<file path="src/rtl/logic_gates_pkg.sv">
// Shared constants and gate-index enumeration for the logic_gates block.
// The gate index orders the packed result vector used by the core.
package logic_gates_pkg;

    localparam int unsigned DEFAULT_WIDTH = 1;
    localparam int unsigned NUM_GATES     = 7;

    typedef enum logic [2:0] {
        GATE_AND  = 3'd0,
        GATE_NAND = 3'd1,
        GATE_OR   = 3'd2,
        GATE_NOR  = 3'd3,
        GATE_XOR  = 3'd4,
        GATE_XNOR = 3'd5,
        GATE_NOT  = 3'd6
    } gate_e;

    // Single-bit evaluation of one gate; NOT ignores b by definition.
    function automatic logic gate_eval(input gate_e g, input logic a, input logic b);
        logic r;
        r = 1'b0;
        case (g)
            GATE_AND:  r = a & b;
            GATE_NAND: r = ~(a & b);
            GATE_OR:   r = a | b;
            GATE_NOR:  r = ~(a | b);
            GATE_XOR:  r = a ^ b;
            GATE_XNOR: r = ~(a ^ b);
            GATE_NOT:  r = ~a;
            default:   r = 1'b0;
        endcase
        return r;
    endfunction

endpackage

</file>
<file path="src/rtl/logic_gates_core.sv">
// Unregistered seven-function bitwise evaluation of A and B.
// Each output bit depends only on the matching bit of A and B.
module logic_gates_core
    import logic_gates_pkg::*;
#(
    parameter int unsigned WIDTH = DEFAULT_WIDTH
) (
    input  logic [WIDTH-1:0] A,
    input  logic [WIDTH-1:0] B,
    output logic [WIDTH-1:0] and_Y,
    output logic [WIDTH-1:0] nand_Y,
    output logic [WIDTH-1:0] or_Y,
    output logic [WIDTH-1:0] nor_Y,
    output logic [WIDTH-1:0] xor_Y,
    output logic [WIDTH-1:0] xnor_Y,
    output logic [WIDTH-1:0] not_Y
);

    always_comb begin
        and_Y  = '0;
        nand_Y = '0;
        or_Y   = '0;
        nor_Y  = '0;
        xor_Y  = '0;
        xnor_Y = '0;
        not_Y  = '0;
        for (int unsigned i = 0; i < WIDTH; i++) begin
            and_Y[i]  = gate_eval(GATE_AND,  A[i], B[i]);
            nand_Y[i] = gate_eval(GATE_NAND, A[i], B[i]);
            or_Y[i]   = gate_eval(GATE_OR,   A[i], B[i]);
            nor_Y[i]  = gate_eval(GATE_NOR,  A[i], B[i]);
            xor_Y[i]  = gate_eval(GATE_XOR,  A[i], B[i]);
            xnor_Y[i] = gate_eval(GATE_XNOR, A[i], B[i]);
            not_Y[i]  = gate_eval(GATE_NOT,  A[i], B[i]);
        end
    end

endmodule

</file>
<file path="src/rtl/logic_gates.sv">
// Registered bitwise gate bank: one-cycle latency, synchronous active-high reset.
// All seven outputs come straight from flops and update on the same edge.
module logic_gates
    import logic_gates_pkg::*;
#(
    parameter int unsigned WIDTH = DEFAULT_WIDTH
) (
    input  logic             clk,
    input  logic             rst,
    input  logic [WIDTH-1:0] A,
    input  logic [WIDTH-1:0] B,
    output logic [WIDTH-1:0] and_Y,
    output logic [WIDTH-1:0] nand_Y,
    output logic [WIDTH-1:0] or_Y,
    output logic [WIDTH-1:0] nor_Y,
    output logic [WIDTH-1:0] xor_Y,
    output logic [WIDTH-1:0] xnor_Y,
    output logic [WIDTH-1:0] not_Y
);

    logic [WIDTH-1:0] and_c;
    logic [WIDTH-1:0] nand_c;
    logic [WIDTH-1:0] or_c;
    logic [WIDTH-1:0] nor_c;
    logic [WIDTH-1:0] xor_c;
    logic [WIDTH-1:0] xnor_c;
    logic [WIDTH-1:0] not_c;

    logic_gates_core #(
        .WIDTH(WIDTH)
    ) core (
        .A      (A),
        .B      (B),
        .and_Y  (and_c),
        .nand_Y (nand_c),
        .or_Y   (or_c),
        .nor_Y  (nor_c),
        .xor_Y  (xor_c),
        .xnor_Y (xnor_c),
        .not_Y  (not_c)
    );

    // Reset forces every output to zero, including the complement outputs.
    always_ff @(posedge clk) begin
        if (rst) begin
            and_Y  <= '0;
            nand_Y <= '0;
            or_Y   <= '0;
            nor_Y  <= '0;
            xor_Y  <= '0;
            xnor_Y <= '0;
            not_Y  <= '0;
        end else begin
            and_Y  <= and_c;
            nand_Y <= nand_c;
            or_Y   <= or_c;
            nor_Y  <= nor_c;
            xor_Y  <= xor_c;
            xnor_Y <= xnor_c;
            not_Y  <= not_c;
        end
    end

endmodule

</file>
<file path="config.mk">
export PLATFORM = sky130hd
export DESIGN_NAME = logic_gates
export DESIGN_NICKNAME = d
export VERILOG_FILES = /design/src/rtl/logic_gates_pkg.sv /design/src/rtl/logic_gates_core.sv /design/src/rtl/logic_gates.sv
export SDC_FILE = /design/constraint.sdc
export NUM_CORES = 1
export LEC_CHECK = 0
export ABC_AREA = 1
export BUFFER_PORTS_ARGS = -buffer_cell sky130_fd_sc_hd__buf_2
export CORE_AREA = 4 4 41 43
export CTS_CLUSTER_SIZE = 16
export DETAILED_ROUTE_END_ITERATION = 10
export DIE_AREA = 0 0 45 47
export SYNTH_ARGS = -nofsm -noshare
export SYNTH_HDL_FRONTEND = slang
export SYNTH_HIERARCHICAL = 1
export SYNTH_SLANG_ARGS = --single-unit
</file>
<file path="constraint.sdc">
create_clock -name clk -period 0.8 [get_ports clk]
set_input_delay 0.04 -clock clk [delete_from_list [all_inputs] [get_ports clk]]
set_output_delay 0.04 -clock clk [all_outputs]
set_load 0.005 [all_outputs]
</file>
### Yosys cells after proc, flatten, opt, wreduce, memory -nomap -nowiden

Cells that the tools add are included.

* bits in latches: 0
* output and inout bits: 7
* bits in registers: 7
* memories kept: 0
* ROM bits: 0
* RAM bits: 0
* input port bits: 4
* logic and storage cells: 14

* multiplexer cells: 0
* shifts and indexed selects: 0
* multipliers: 0
* equal/unequal tests: 0
* reduce and logical (&&, ||, !) cells: 0
* add/sub/neg operators: 0
* $lt $le $gt $ge: 0
* div/mod/pow operators: 0
* bitwise gates (word level): 7

Operators by type and width (number)
* inverter 1 bit: 4
* bitwise AND 1 bit: 1
* OR 1 bit: 1
* XOR 1 bit: 1

### Longest topological paths before layout

* depth after elaboration: 2
* mapped depth: 5
* depth with buffers taken out: 5

### Cells and area by module

Netlist, hierarchy kept.

By module, submodules not included
* logic_gates: times used 1, area an instance 192.7 µm², cells each 21, sequential area each 140.1 µm²
* logic_gates_core: times used 1, area an instance 68.8 µm², cells each 9, sequential area each 0.0 µm²

### Worst setup path before layout

OpenSTA, ideal clock, no wires.

* path type: input port to flip-flop
* start: in A
* end: reg xnor_Y
* cell stages on the path: 5
* arrival time: 0.510 ns
* buffers on the path: 0
* path slack: 0.226 ns
* path through: inv_1 -> ha_1 -> inv_1 -> inv_1 -> nor2_1

* cells in the longest elaborated chain, start to end: 2

Ends and longest elaborated chain
* from (decl): line logic_gates.sv:10 `input logic [WIDTH-1:0] A,`
* XOR 1 bit
* via xor_c: line logic_gates.sv:25 `logic [WIDTH-1:0] xor_c;`
* inverter 1 bit: line logic_gates_pkg.sv:28 `GATE_XNOR: r = ~(a ^ b);`
* via xnor_c: line logic_gates.sv:26 `logic [WIDTH-1:0] xnor_c;`
* to (signal assigned): line logic_gates.sv:59 `xnor_Y <= xnor_c;`
* to (decl): line logic_gates.sv:17 `output logic [WIDTH-1:0] xnor_Y,`

The timed path passes the listed nets, and every way through them passes these cells.
A chain may end at the register's enable or synchronous reset.

### Worst setup path in the final report

* start: reg xor_Y
* end: out xor_Y

RTL lines
* from (decl): line logic_gates.sv:16 `output logic [WIDTH-1:0] xor_Y,`
* from (signal assigned): line logic_gates.sv:58 `xor_Y <= xor_c;`

No word-level cell between the ends.

==> results by group <==
Status
  • Outcome: complete, no violations

Yosys
  • Syn Area/Cell: 8.717 um2
  • Synth area leader: dfxtp_1
  • Post-Synthesis Cells: 30
  • Sequential-to-total area share from yosys stat: 0.5359
  • YS warnings: 6
  • Area contributors post-synth: dfxtp_1 54%, ha_1 19%, inv_1 17%, nor2_1 10%
  • Yosys cell types: 4
  • Syn_nets: 38
  • Mapped Area: 261.5 um2
  • Top-area cell type share of the netlist area: 0.5359
  • Flops & latches, synth: 7

Setup path
  • Worst EP required: 0.76 ns
  • Crit start category: flip-flop
  • Beginning of the critical path: xor_Y
  • Crit-path leading delay family: flip-flops
  • Critical-path cell list: buf_2
  • Slowest cell on the critical path: dfxtp_1
  • Critical path class: flip-flop to output pin
  • CP max stage delay: 0.29 ns
  • Worst Path Buf+Inv: 1
  • Setup crit end kind: output pin
  • Critical Path AT: 0.65 ns
  • CP Max Fanout: 1

Drt
  • DR pass1 iterations: 1
  • DRC violations left: 0
  • DRT iter0 DRCs: 0
  • DRT Wirelength: 340 um
  • Antenna Nets Post-Route: 0
  • Via/cell ratio: 3.000
  • Post-DR wirelength/cell: 5.763 um
  • Total number of vias: 177

Layout
  • Layout cells sized above 1: 0.2955
  • Cell Count, Final, Fillers Out: 59
  • Number of diodes: 0
  • Commonest non-fill, non-tap cells in the layout: 12 x inv_1, 10 x buf_2, 7 x nor2_1, 7 x dfxtp_1, 4 x ha_1
  • Final Net Count: 53
  • Layout area overhead: 36.36%
  • Most common cell after layout, fill and taps aside: inv_1
  • Post-layout util: 0.2740
  • Design Area, Final: 356.6 um2

Power
  • Leak: 0.2223 nW
  • Max VDD drop: 369.7 uV
  • Total power: 748.9 uW
  • PD cells: 2100 mW/mm2

Worst hold path
  • Hold path start: rst
  • Worst Hold Class: input pin to flip-flop

Floorplanning
  • I/O pin total: 11
  • Starting Density: 0.2010
  • Core area: 0.001301 mm2
  • # rows: 13
  • Die Y: 47 um
  • DIE AREA: 0.002115 mm2
  • Die W: 45 um

Clock network
  • Htree depth: 1
  • TritonCTS clock tree: built
  • CTS max path bufs: 2
  • Clock Tree Root: clkbuf_4
  • Sink Count: 7
  • Hold buffer count at CTS: 0
  • Setup Fix Bufs, Post-CTS: 0
  • Num CTS Buffers: 3
  • CTS clk-pin slew, worst paths: 0.05 ns
  • Post-CTS Resized: 0

STA
  • RSZ-0062 raised after global routing: no
  • Max-slew violations: 0
  • Final setup margin: 0.1145 ns
  • Worst slew pin tran: 0.1066 ns
  • Slew Limit Headroom: 0.9289
  • Final period utilization: 0.8569
  • Hold_ws: 0.02846 ns
  • Max frequency: 1.459 GHz
  • Fin Setup TNS: 0 ns
  • Final setup fails: 0
  • Fin. Hold Viols: 0
  • Fin crit period: 0.6855 ns

GRT
  • Largest net degree at the start of global routing: 8
  • Gr ovfl total: 0
  • Vias in the first global route: 146
  • Tot GR Track Use: 0.03645
  • First-pass GRT wire length: 483 um
  • Initial antenna violation count: 0

Place
  • Dpl cells: 55
  • Dpl cell area: 330.3 um2
  • PortBufs: 10
  • Worst slack at placement: 0.05267 ns
  • RePlAce Congestion: 0.6115

Job
  • Max cap viols: 0
## flip-flops by register name, indices dropped and copies added (netlist names)
register  flops
and_Y         1
nor_Y         1
or_Y          1
not_Y         1
nand_Y        1
xnor_Y        1
xor_Y         1
## logic make-up (layout without fill, tap and decap cells)
family                     after synthesis  after routing  synth area share
and+or+nand+nor                          7              7            0.1005
buffers and inverters                   12             26            0.1722
DFF                                      7              7            0.5359
adders and majority gates                4              4            0.1914
## synth_stat cells
master / instances
inv_1: 12
ha_1: 4
nor2_1: 7
dfxtp_1: 7
## area by class of cell
class / count / area (um2)
tap: 15 / 18.77
fill: 156 / 944.7
timing repair buffer: 10 / 50.05
inverter: 12 / 45.04
sequential: 7 / 140.1
multi-input combinational: 11 / 76.32
clock buffer: 4 / 26.28
## final timing paths
path / to / cells after the start
max: xor_Y / 1
min: xor_Y / 2
## power breakdown
group	internal [mW]	switching (mW)
registers	0.371	0.00336
clock network	0.189	0.114
logic	0.0334	0.0375
## metal layers
layer  wire [um]  vias up  global-route usage
li1            -      107                   -
met1         126       59             0.02523
met2         144        9             0.04802
met3          53        2             0.01149
met4          15        0             0.08772
met5           0        -                   0
Power figures use the tool's default switching activity.
